File: src/rtl/cdb_wb_arbiter_pkg.sv
// rtl/cdb_wb_arbiter_pkg.sv - CDB writeback arbiter constants, source index type, rr helper
package cdb_wb_arbiter_pkg;

  localparam int CDB_N_SRC = 4;
  localparam int CDB_SRC_W = $clog2(CDB_N_SRC);

  typedef logic [CDB_SRC_W-1:0] cdb_src_idx_t;

  function automatic int rr_next(input int idx, input int n);
    return (idx + 1 >= n) ? 0 : idx + 1;
  endfunction

endpackage

File: src/rtl/ooop_types.sv
// rtl/ooop_types.sv - shared out-of-order pipeline types (writeback packet)
package ooop_types;

  typedef struct packed {
    logic        valid;
    logic [5:0]  rob_tag;
    logic        rd_used;
    logic [6:0]  prd;
    logic [31:0] data;
  } wb_pkt_t;

endpackage

File: src/rtl/cdb_wb_arbiter_fifo.sv
// rtl/cdb_wb_arbiter_fifo.sv - per-source writeback FIFO (wb_fifo), any DEPTH >= 2
module wb_fifo #(
  parameter int DEPTH = 2,
  parameter int W     = 32,
  localparam int CW   = $clog2(DEPTH + 1),
  localparam int PW   = $clog2(DEPTH)
) (
  input  logic          clk,
  input  logic          rst_n,
  input  logic          flush,
  input  logic          push,
  input  logic          pop,
  input  logic [W-1:0]  data_in,
  output logic [W-1:0]  head,
  output logic [CW-1:0] count,
  output logic          full,
  output logic          empty
);

  logic [W-1:0]  mem [DEPTH];
  logic [PW-1:0] wr_ptr;
  logic [PW-1:0] rd_ptr;
  logic          do_push;
  logic          do_pop;

  assign empty   = (count == '0);
  assign full    = (count == CW'(DEPTH));
  assign do_pop  = pop && !empty && !flush;
  // a push at full only fits when the same cycle frees the head slot
  assign do_push = push && !flush && (!full || do_pop);
  assign head    = mem[rd_ptr];

  always_ff @(posedge clk) begin
    if (!rst_n || flush) begin
      wr_ptr <= '0;
      rd_ptr <= '0;
      count  <= '0;
    end else begin
      if (do_push)
        wr_ptr <= (wr_ptr == PW'(DEPTH - 1)) ? '0 : wr_ptr + PW'(1);
      if (do_pop)
        rd_ptr <= (rd_ptr == PW'(DEPTH - 1)) ? '0 : rd_ptr + PW'(1);
      if (do_push && !do_pop)
        count <= count + CW'(1);
      else if (!do_push && do_pop)
        count <= count - CW'(1);
    end
  end

  always_ff @(posedge clk) begin
    if (rst_n && do_push)
      mem[wr_ptr] <= data_in;
  end

endmodule

File: src/rtl/cdb_wb_arbiter.sv
// rtl/cdb_wb_arbiter.sv - round-robin writeback arbiter onto a registered common data bus
module cdb_wb_arbiter
  import ooop_types::*;
  import cdb_wb_arbiter_pkg::*;
#(
  parameter int N_SRC = CDB_N_SRC,
  parameter int DEPTH = 2
) (
  input  logic             clk,
  input  logic             rst_n,
  input  logic             flush_i,
  input  wb_pkt_t          wb_i [N_SRC],
  output logic [N_SRC-1:0] ready_o,
  output wb_pkt_t          cdb_o,
  output logic             overflow_o
);

  localparam int SW    = $clog2(N_SRC);
  localparam int CW    = $clog2(DEPTH + 1);
  localparam int PKT_W = $bits(wb_pkt_t);

  wb_pkt_t          head  [N_SRC];
  logic [CW-1:0]    count [N_SRC];
  logic [N_SRC-1:0] full;
  logic [N_SRC-1:0] empty;
  logic [N_SRC-1:0] push;
  logic [N_SRC-1:0] pop;
  logic [SW-1:0]    rr_ptr;
  logic [SW-1:0]    winner;
  logic             any_ne;

  for (genvar k = 0; k < N_SRC; k++) begin : g_src
    logic [PKT_W-1:0] head_bits;

    assign push[k]    = wb_i[k].valid && !flush_i;
    assign pop[k]     = any_ne && !flush_i && (winner == SW'(k));
    assign head[k]    = wb_pkt_t'(head_bits);
    // conservative: ignores a same-cycle pop so the in-flight packet always fits
    assign ready_o[k] = ({1'b0, count[k]} + (CW+1)'(wb_i[k].valid)) < (CW+1)'(DEPTH);

    wb_fifo #(.DEPTH(DEPTH), .W(PKT_W)) u_fifo (
      .clk     (clk),
      .rst_n   (rst_n),
      .flush   (flush_i),
      .push    (push[k]),
      .pop     (pop[k]),
      .data_in (wb_i[k]),
      .head    (head_bits),
      .count   (count[k]),
      .full    (full[k]),
      .empty   (empty[k])
    );
  end

  always_comb begin
    winner = '0;
    any_ne = 1'b0;
    for (int i = 0; i < N_SRC; i++) begin
      if (!any_ne && !empty[(int'(rr_ptr) + i) % N_SRC]) begin
        any_ne = 1'b1;
        winner = SW'((int'(rr_ptr) + i) % N_SRC);
      end
    end
  end

  always_ff @(posedge clk) begin
    if (!rst_n) begin
      cdb_o  <= '0;
      rr_ptr <= '0;
    end else if (flush_i) begin
      cdb_o  <= '0;
      rr_ptr <= '0;
    end else if (any_ne) begin
      cdb_o       <= head[winner];
      cdb_o.valid <= 1'b1;
      rr_ptr      <= SW'(rr_next(int'(winner), N_SRC));
    end else begin
      cdb_o <= '0;
    end
  end

  always_ff @(posedge clk) begin
    if (!rst_n)
      overflow_o <= 1'b0;
    else if (|(push & full & ~pop))
      overflow_o <= 1'b1;
  end

endmodule

File: config.mk
export PLATFORM = sky130hd
export DESIGN_NAME = cdb_wb_arbiter
export DESIGN_NICKNAME = d
export VERILOG_FILES = /design/src/rtl/cdb_wb_arbiter_pkg.sv /design/src/rtl/ooop_types.sv /design/src/rtl/cdb_wb_arbiter_fifo.sv /design/src/rtl/cdb_wb_arbiter.sv
export SDC_FILE = /design/constraint.sdc
export NUM_CORES = 1
export LEC_CHECK = 0
export CORE_MARGIN = 2
export CORE_UTILIZATION = 45
export DETAILED_ROUTE_END_ITERATION = 12
export PLACE_DENSITY = 0.66
export SETUP_SLACK_MARGIN = 0.15
export SYNTH_ARGS = -nofsm -noshare
export SYNTH_HDL_FRONTEND = slang
export SYNTH_SLANG_ARGS = --single-unit
File: constraint.sdc
create_clock -name clk -period 14.3 [get_ports clk]
set_clock_uncertainty 0.2 [all_clocks]
set_input_delay 2.145 -clock clk [delete_from_list [all_inputs] [get_ports clk]]
set_output_delay 2.145 -clock clk [all_outputs]
set_load 0.05 [all_outputs]
==> results of run 1 <==
[synth_stat cells (3+ instances only)]
library cell / number
sky130_fd_sc_hd__a21oi_1: 10
sky130_fd_sc_hd__a221o_1: 46
sky130_fd_sc_hd__buf_2: 8
sky130_fd_sc_hd__buf_6: 15
sky130_fd_sc_hd__clkbuf_1: 19
sky130_fd_sc_hd__dfxtp_1: 70
sky130_fd_sc_hd__edfxtp_1: 368
sky130_fd_sc_hd__ha_1: 5
sky130_fd_sc_hd__inv_1: 7
sky130_fd_sc_hd__mux2_2: 46
sky130_fd_sc_hd__mux2i_1: 192
sky130_fd_sc_hd__nand2_1: 15
sky130_fd_sc_hd__nand3_1: 4
sky130_fd_sc_hd__nor2_1: 68
sky130_fd_sc_hd__nor2b_1: 7
sky130_fd_sc_hd__o21ai_0: 6
sky130_fd_sc_hd__or3_1: 7
sky130_fd_sc_hd__xnor2_1: 3
sky130_fd_sc_hd__xor2_1: 9
[worst max-delay path, stage by stage]
cell,delay [ps]
sky130_fd_sc_hd__clkdlybuf4s50_1,410
sky130_fd_sc_hd__a21oi_1,170
sky130_fd_sc_hd__clkdlybuf4s50_1,830
[cell families after synthesis]
group                    Yosys count  synth area share [%]
adder cells (fa/ha/maj)            5                 0.378
XOR/XNOR                          12                 0.635
buffers and inverters             52                  1.96
flip-flops                       438                  75.2
AO/OA/AOI/OAI                     76                  3.98
multiplexers                     238                  14.7
AND/OR/NAND/NOR                  115                  3.12
[report_power, final]
part / leakage [µW] / switching [µW] / internal, µW
Sequential: 0.00391 / 17.6 / 1420
Clock: 0.000746 / 465 / 708
Combinational: 0.00240 / 136 / 114
[sequential cells by signal, indices dropped and copies added (netlist names), named ones only]
signal	count
cdb_o	47
g_src.u_fifo.count	8
g_src.u_fifo.mem	368
g_src.u_fifo.rd_ptr	4
g_src.u_fifo.wr_ptr	4
overflow_o	1
rr_ptr	2
[stage by stage]
stage                     instance area [µm²]  total power [µW]  std cells  setup WS (ps)
after global routing                    21000              2950       1699           8340
after floorplan                         16600              1590        936           7730
after global placement                  19400              1710       1614           8410
final                                   21000              2860       1701           8390
after detailed placement                19400              1710       1614           8400
after CTS                               21000              2880       1698           8400
[path summary, 6_finish.rpt]
kind / end / depth (start not counted) / slack (ps) / startpoint
setup / recovery: ready_o[1] / 3 / 8390 / wb_i[140]
hold reg to reg: g_src[0].u_fifo.wr_ptr$_SDFFE_PP0P_ / 2 / 270 / g_src[0].u_fifo.wr_ptr$_SDFFE_PP0P_
hold / removal: g_src[0].u_fifo.wr_ptr$_SDFFE_PP0P_ / 2 / 270 / g_src[0].u_fifo.wr_ptr$_SDFFE_PP0P_
setup reg to reg: g_src[3].u_fifo.mem[0][22]$_DFFE_PP_ / 10 / 10170 / g_src[2].u_fifo.count[0]$_SDFFE_PP0P_
[final cells by class]
type,count,area (µm²),share of cell area (%)
flip-flops and latches,438,12500,59.5
multi-input cells,446,3840,18.3
repair buffers,253,2500,12.0
clock buffers,74,1410,6.72
well taps,468,586,2.79
clock inverters,10,110,0.525
inverters,9,36.3,0.173
diodes,3,7.51,0.0358
[per-layer routing]
layer	track usage (%)	part of all wire, %	vias to the layer above
met2	35.0	49	319
li1	-	-	4161
met4	5.27	1.7	6
met3	4.37	7.6	52
met5	0	0.10	-
met1	26.1	41	4557
==> impl_metrics.toml, run 1 <==
[status]
outcome = "completed"

[timing]
timing.setup.tns_ps = 0
tightest_slew_ps = 1190
timing.final.crit_period_ps = 5910
fin_crit_sh_pct = 41.3
setup_violators_final = 0
timing.fmax_mhz = 169
grt_setup_unrepaired = "no"
final-max-slew-violation-count = 0
slew_headroom_pct = 20.8
finalHoldViolCount = 0
fin_hold_ws_ps = 266

[final_layout]
post_route_cells_drive_above_1_share_pct = 12.0
util_after_layout_pct = 57.5
design.final.nets = 1389
area_delta_synth_final_pct = 26.6
layout_commonest_cell = "sky130_fd_sc_hd__edfxtp_1"
layout.filler_cells = 2814
layout.cells.most_common_list = "sky130_fd_sc_hd__edfxtp_1, sky130_fd_sc_hd__clkdlybuf4s50_1, sky130_fd_sc_hd__mux2i_1, sky130_fd_sc_hd__dfxtp_1, sky130_fd_sc_hd__nor2_1"

[worst_setup_path]
arrival_worst_endpoint_ps = 3560
endpoint_kind = "output port"
crit_path_start_kind = "primary input"
required_ps = 11950
timing_worst_setup_path_type = "primary input to output port"
crit_path_max_fanout = 2

[drt]
route.final.wire_length_mm = 38.8
vias = 9095
number_of_drc_violations_after_detailed_routing = 0
route.antenna.remaining_nets = 0
drt-vias-per-instance = 5.35
detailedRoute.firstIterationViolations = 659
firstDrtPassIters = 5
wire_length_per_cell_after_detailed_routing_um = 22.8

[global_routing]
grt_first_pass_wirelength_mm = 57.2
via_count_of_the_first_global_routing_pass = 9401
grt_max_degree = 48
globalRouteTotalUtil_pct = 20.3
grt-ovfl-total = 0
grt_antenna_before_repair = 6

[clock_tree]
htree_num_levels = 2
cts-root-buf = "sky130_fd_sc_hd__clkbuf_16"
cts-buffers-inserted = 45
clock_latency_ps = 550
clock_tree.buffer_depth = 3
clock_sink_count = 438
postCtsSetupRepairBufs = 0
number_of_gates_resized_after_cts = 0
tritoncts = "yes"
cts-hold-fix-buffers = 0
clk_slew_on_worst_s_h_paths_ps = 60

[placed_design]
io_buffers = 242
place_congestion = 0.826
dp_hpwl_mm = 22.5

[power]
max_vdd_drop_uv = 105
power_leakage_uw = 0.00706
power_per_cell_area_nw_per_um2 = 136

[die]
fp.dieW_um = 196
initial_core_util_pct = 45.4
design.core.area_um2 = 36400
pin_count = 243
die_height_um = 196
floorplan.die_area_um2 = 38300
core.rowCount = 70

[synth]
ys_async_sr_fraction_pct = 0
post-synth-top-area-fraction_pct = 66.7
yosys_warnings = 0
yosys_register_bits = 438
synth_cell_type_count = 41
synthesis.instances = 936
netlist.top_cell.by_area = "sky130_fd_sc_hd__edfxtp_1"
syn-num-nets = 1132
synthesis.area_um2 = 16600
seq_area_frac_synth_pct = 75.2
synthTopCellsByArea = "sky130_fd_sc_hd__edfxtp_1, sky130_fd_sc_hd__mux2i_1, sky130_fd_sc_hd__dfxtp_1"
syn_avg_cell_area_um2 = 17.7
yosys_most_used_dff = "sky130_fd_sc_hd__edfxtp_1"
synth_edf_count = 368

[job]
timing.max_cap.violations = 0

[min_path]
hp_class = "register to register"
Note: power is estimated with default switching activity, not from simulation.
==> run 2: changes to the inputs <==
Settings changed: PLACE_DENSITY 0.66 to 0.69.
Clock period 14.3 ns to 5 ns, I/O delays scaled along.
==> impl_metrics.toml, run 2 (synthesis results as in run 1) <==
[status]
outcome = "completed"

[power]
p_total_uw = 8050
switching_power_uw = 1760
sw_frac_of_total_pct = 21.8
clock_power_share_pct = 40.1
comb_power_share_pct = 9.0
proportion_of_power_drawn_by_flip_flops_and_latches_pct = 50.9
power_report.internal_total_uw = 6290
power_leakage_uw = 0.00705
max_vdd_drop_uv = 270
power_per_cell_area_nw_per_um2 = 384

[timing]
timing.setup.tns_ps = 0
timing.final.crit_period_ps = 3770
slew_headroom_pct = 17.6
tightest_slew_ps = 1240
fin_crit_sh_pct = 75.4
setup_violators_final = 0
final-max-slew-violation-count = 0
grt_setup_unrepaired = "no"
finalHoldViolCount = 0
timing.fmax_mhz = 265

[worst_setup_path]
r2r-end = "g_src[3].u_fifo.mem[1][7]$_DFFE_PP_"
timing_worst_setup_path_type = "register to register"
timing.rr.start = "g_src[1].u_fifo.count[0]$_SDFFE_PP0P_"
endpoint_kind = "register"
r2r.worst_path.cells = 9
required_ps = 5030
crit_path_start_kind = "register"
setup.reg_to_reg.worst_slack_ps = 1230
crit_path_max_fanout = 28
arrival_worst_endpoint_ps = 3800

[min_path]
worstHoldStart = "g_src[0].u_fifo.wr_ptr$_SDFFE_PP0P_"
hold_depth = 2
hp_class = "register to register"
hold_end = "g_src[0].u_fifo.wr_ptr$_SDFFE_PP0P_"

[final_layout]
design.final.nets = 1393
largestRegisters = "g_src.u_fifo.mem: 368 flops, cdb_o: 47 flops, g_src.u_fifo.count: 8 flops"
util_after_layout_pct = 57.6
registers.top_by_ff_count = "g_src.u_fifo.mem"
post_route_cells_drive_above_1_share_pct = 11.7
area_delta_synth_final_pct = 26.6
layout_commonest_cell = "sky130_fd_sc_hd__edfxtp_1"
layout.filler_cells = 2864
layout.cells.most_common_list = "sky130_fd_sc_hd__edfxtp_1, sky130_fd_sc_hd__clkdlybuf4s50_1, sky130_fd_sc_hd__mux2i_1, sky130_fd_sc_hd__dfxtp_1, sky130_fd_sc_hd__nor2_1"
largest_register_ffs = 368

[drt]
wire_length_per_cell_after_detailed_routing_um = 23.0
vias = 9045
number_of_drc_violations_after_detailed_routing = 0
firstDrtPassIters = 4
drt-vias-per-instance = 5.31
route.antenna.remaining_nets = 0
detailedRoute.firstIterationViolations = 562
route.final.wire_length_mm = 39.2

[global_routing]
via_count_of_the_first_global_routing_pass = 9647
globalRouteTotalUtil_pct = 20.3
grt-ovfl-total = 0
grt_max_degree = 47
grt_antenna_before_repair = 6
grt_first_pass_wirelength_mm = 57.7

[die]
pin_count = 243
core.rowCount = 70
fp.dieW_um = 196
initial_core_util_pct = 45.4
design.core.area_um2 = 36400
floorplan.die_area_um2 = 38300
die_height_um = 196

[clock_tree]
cts-root-buf = "sky130_fd_sc_hd__clkbuf_16"
number_of_gates_resized_after_cts = 0
cts-hold-fix-buffers = 0
clock_sink_count = 438
cts-buffers-inserted = 45
clock_latency_ps = 540
tritoncts = "yes"
htree_num_levels = 2
clock_tree.buffer_depth = 3
postCtsSetupRepairBufs = 0
clk_slew_on_worst_s_h_paths_ps = 60

[placed_design]
dp_hpwl_mm = 24.7
io_buffers = 242
place_congestion = 0.880

[job]
timing.max_cap.violations = 0
## run 2: cell count changes in the layout (fill, tap and decap cells not counted), moves of 2 or more
cell / before / now
sky130_fd_sc_hd__nor3_2: 2 / 0
sky130_fd_sc_hd__buf_12: 0 / 3
sky130_fd_sc_hd__inv_6: 2 / 0
sky130_fd_sc_hd__clkbuf_8: 13 / 8
sky130_fd_sc_hd__nor3_4: 1 / 3
sky130_fd_sc_hd__clkinv_1: 0 / 4
## run 2: cell type report
type / instances / area, µm² / area share, %
Clock buffer: 69 / 1320 / 6.28
Timing Repair Buffer: 257 / 2570 / 12.3
Tap cell: 468 / 586 / 2.79
Multi-Input combinational cell: 446 / 3850 / 18.4
Clock inverter: 13 / 126 / 0.603
Antenna cell: 4 / 10.0 / 0.0477
Inverter: 9 / 36.3 / 0.173
Sequential cell: 438 / 12500 / 59.5
## run 2: worst max-delay path by stage
stage | start | cells after the start | to | slack [ps]
after floorplan | g_src[2].u_fifo.count[0]$_SDFFE_PP0P_ | 10 | g_src[3].u_fifo.mem[0][0]$_DFFE_PP_ | 570
after detailed placement | rst_n | 7 | cdb_o[18]$_SDFF_PP0_ | 1120
after CTS | g_src[1].u_fifo.count[0]$_SDFFE_PP0P_ | 9 | g_src[3].u_fifo.mem[1][5]$_DFFE_PP_ | 1200
after global routing | g_src[1].u_fifo.count[0]$_SDFFE_PP0P_ | 9 | g_src[3].u_fifo.mem[1][13]$_DFFE_PP_ | 1010
after global placement | flush_i | 5 | g_src[2].u_fifo.mem[0][29]$_DFFE_PP_ | 1170
final | g_src[1].u_fifo.count[0]$_SDFFE_PP0P_ | 9 | g_src[3].u_fifo.mem[1][7]$_DFFE_PP_ | 1230
## run 2: worst max-delay path, cell delays in order (launching register included)
cell                       delay [ps]
sky130_fd_sc_hd__dfxtp_1          370
sky130_fd_sc_hd__nor2_1           290
sky130_fd_sc_hd__a311oi_1         160
sky130_fd_sc_hd__or2_1            370
sky130_fd_sc_hd__inv_4            130
sky130_fd_sc_hd__ha_1             190
sky130_fd_sc_hd__nor3b_1           70
sky130_fd_sc_hd__nor3b_1          500
sky130_fd_sc_hd__and3_2           870
sky130_fd_sc_hd__buf_4            340
## run 2: power by group through the flow
stage                     clock [µW]  combinational (µW)  sequential, µW
after floorplan                    0                 295            4270
after global placement             0                 713            4180
after detailed placement           0                 724            4180
after CTS                       3280                 729            4100
after global routing            3430                 763            4110
final                           3230                 724            4100
## run 2: routing by layer
layer / track usage [%] / share of wire (%)
met4: 5.39 / 2.0
met5: 0 / 0.051
met3: 4.26 / 6.1
met2: 35.5 / 50
met1: 25.7 / 42
## run 2: metrics by stage
| step | hold slack [ps] | instance area [µm²] | setup WS [ps] | cells |
|---|---|---|---|---|
| after global placement | 246 | 19500 | 1170 | 1618 |
| after floorplan | 238 | 16600 | 567 | 936 |
| final | 263 | 21000 | 1230 | 1704 |
| after global routing | 285 | 21000 | 1010 | 1701 |
| after detailed placement | 257 | 19500 | 1120 | 1618 |
| after CTS | 265 | 21000 | 1200 | 1700 |
==> run 3: changes to the inputs <==
Clock period 5 ns to 3.25 ns, I/O delays scaled along.
==> impl_metrics.toml, run 3 (synthesis results as in run 1) <==
[final_layout]
layout.filler_cells = 2752
registers.top_by_ff_count = "g_src.u_fifo.mem"
layout.cell_area.non_filler_um2 = 21400
layout.cells.most_common_list = "sky130_fd_sc_hd__edfxtp_1, sky130_fd_sc_hd__clkdlybuf4s50_1, sky130_fd_sc_hd__mux2i_1, sky130_fd_sc_hd__dfxtp_1, sky130_fd_sc_hd__nor2_1"
util_after_layout_pct = 58.8
area_delta_synth_final_pct = 29.3
largest_register_ffs = 368
largestRegisters = "g_src.u_fifo.mem: 368 flops, cdb_o: 47 flops, g_src.u_fifo.count: 8 flops"
final_cells = 1721
layout_commonest_cell = "sky130_fd_sc_hd__edfxtp_1"
design.final.nets = 1409
post_route_cells_drive_above_1_share_pct = 14.0

[placed_design]
placement.cell_area_um2 = 19800
dp_hpwl_mm = 24.8
io_buffers = 242
place_congestion = 0.817
dp_cells = 1632

[power]
power_leakage_uw = 0.00726
power_per_cell_area_nw_per_um2 = 598
switching_power_uw = 2770
max_vdd_drop_uv = 381
clock_power_share_pct = 41.8
sw_frac_of_total_pct = 21.7
comb_power_share_pct = 9.0
power_report.internal_total_uw = 10000
proportion_of_power_drawn_by_flip_flops_and_latches_pct = 49.2

[drt]
wire_length_per_cell_after_detailed_routing_um = 22.6
firstDrtPassIters = 7
drt-vias-per-instance = 5.34
route.antenna.remaining_nets = 0
vias = 9186
number_of_drc_violations_after_detailed_routing = 0
detailedRoute.firstIterationViolations = 550
route.final.wire_length_mm = 38.9

[worst_setup_path]
worst_path_max_delay_cell = "sky130_fd_sc_hd__dfxtp_1"
critical_path_max_stage_delay_ps = 390
timing.critical_path.cells = "or2_0 -> a211o_1 -> a21o_4 -> inv_2 -> ha_1 -> nor3b_2 -> nor3b_2 -> buf_4 -> nand2_1 -> nor2_4 -> buf_12"
required_ps = 3290
endpoint_kind = "register"
arrival_worst_endpoint_ps = 3000
timing_worst_setup_path_type = "register to register"
crit_path_start_kind = "register"
crit_path_max_fanout = 26
critPathMostFrequentCell = "sky130_fd_sc_hd__nor3b_2"
setup.reg_to_reg.worst_slack_ps = 280

[timing]
fin_crit_sh_pct = 91.4
finalHoldViolCount = 0
timing.final.crit_period_ps = 2970
final-max-slew-violation-count = 0
slew_headroom_pct = 39.0
tightest_slew_ps = 916
timing.fmax_mhz = 337
setup_violators_final = 0
timing.setup.tns_ps = 0
grt_setup_unrepaired = "yes"

[die]
initial_core_util_pct = 45.4
floorplan.die_area_um2 = 38300
design.core.area_um2 = 36400
die_height_um = 196
pin_count = 243
core.rowCount = 70
fp.dieW_um = 196

[clock_tree]
htree_num_levels = 2
clock_sink_count = 438
cts-root-buf = "sky130_fd_sc_hd__clkbuf_16"
clk_slew_on_worst_s_h_paths_ps = 60
clock_tree.buffer_depth = 3
cts-hold-fix-buffers = 0
tritoncts = "yes"
clock_latency_ps = 550
cts-buffers-inserted = 44

[global_routing]
grt_antenna_before_repair = 8
grt_first_pass_wirelength_mm = 57.3
via_count_of_the_first_global_routing_pass = 9631
grt_max_degree = 47
globalRouteTotalUtil_pct = 20.1
grt-ovfl-total = 0

[job]
timing.max_cap.violations = 0

[status]
outcome = "completed"

[min_path]
hp_class = "register to register"
## run 3: final cells by class
cell class              instances  area [µm²]  share of cell area, %
flip-flops and latches        438       12500                   58.2
multi-input cells             446        3880                   18.1
repair buffers                274        2870                   13.4
clock buffers                  65        1300                   6.08
well taps                     468         586                   2.73
clock inverters                17         268                   1.25
inverters                       9        36.3                  0.169
diodes                          4        10.0                 0.0467
## run 3: worst max-delay path: cells and delay by family (launching register included)
kind / cells / cell delay, ps
compound gates: 2 / 570
fa+ha+maj: 1 / 200
buf+inv: 3 / 470
flops: 1 / 390
simple gates: 5 / 790
## run 3: repair_timing
action / in CTS / in global routing
setup endpoints to repair: 0 / 92
resized for setup: 0 / 2
setup buffers: 0 / 2
## run 3: power by group through the flow
stage	Clock, µW	Combinational [µW]	Sequential, µW
after global routing	5670	1220	6310
final	5360	1150	6300
after detailed placement	0	1150	6420
after CTS	5460	1160	6300
after global placement	0	1130	6410
after floorplan	0	464	6560
## run 3: metal layers
| metal | part of all wire (%) | up-vias | GRT usage, % | wire, µm |
|---|---|---|---|---|
| li1 | - | 4204 | - | - |
| met1 | 43 | 4610 | 27.1 | 16700 |
| met2 | 48 | 304 | 33.4 | 18700 |
| met3 | 7.4 | 60 | 4.90 | 2870 |
| met4 | 1.5 | 8 | 4.41 | 577 |
| met5 | 0.15 | - | 0 | 57 |
## run 3: path summary, 6_finish.rpt
check | start | endpoint | cells after the start
hold / removal | g_src[2].u_fifo.wr_ptr$_SDFFE_PP0P_ | g_src[2].u_fifo.wr_ptr$_SDFFE_PP0P_ | 2
setup reg to reg | g_src[2].u_fifo.count[0]$_SDFFE_PP0P_ | g_src[3].u_fifo.mem[0][18]$_DFFE_PP_ | 11
setup / recovery | g_src[2].u_fifo.count[0]$_SDFFE_PP0P_ | g_src[3].u_fifo.mem[0][18]$_DFFE_PP_ | 11
hold reg to reg | g_src[2].u_fifo.wr_ptr$_SDFFE_PP0P_ | g_src[2].u_fifo.wr_ptr$_SDFFE_PP0P_ | 2
## run 3: per-stage QoR
stage          power, µW  setup slack [ps]  hold WS, ps
3_5_place_dp        7570               179          254
2_1_floorplan       7020              76.0          238
3_3_place_gp        7550               216          246
6_report           12800               280          267
4_1_cts            12900               152          269
5_1_grt            13200               119          291
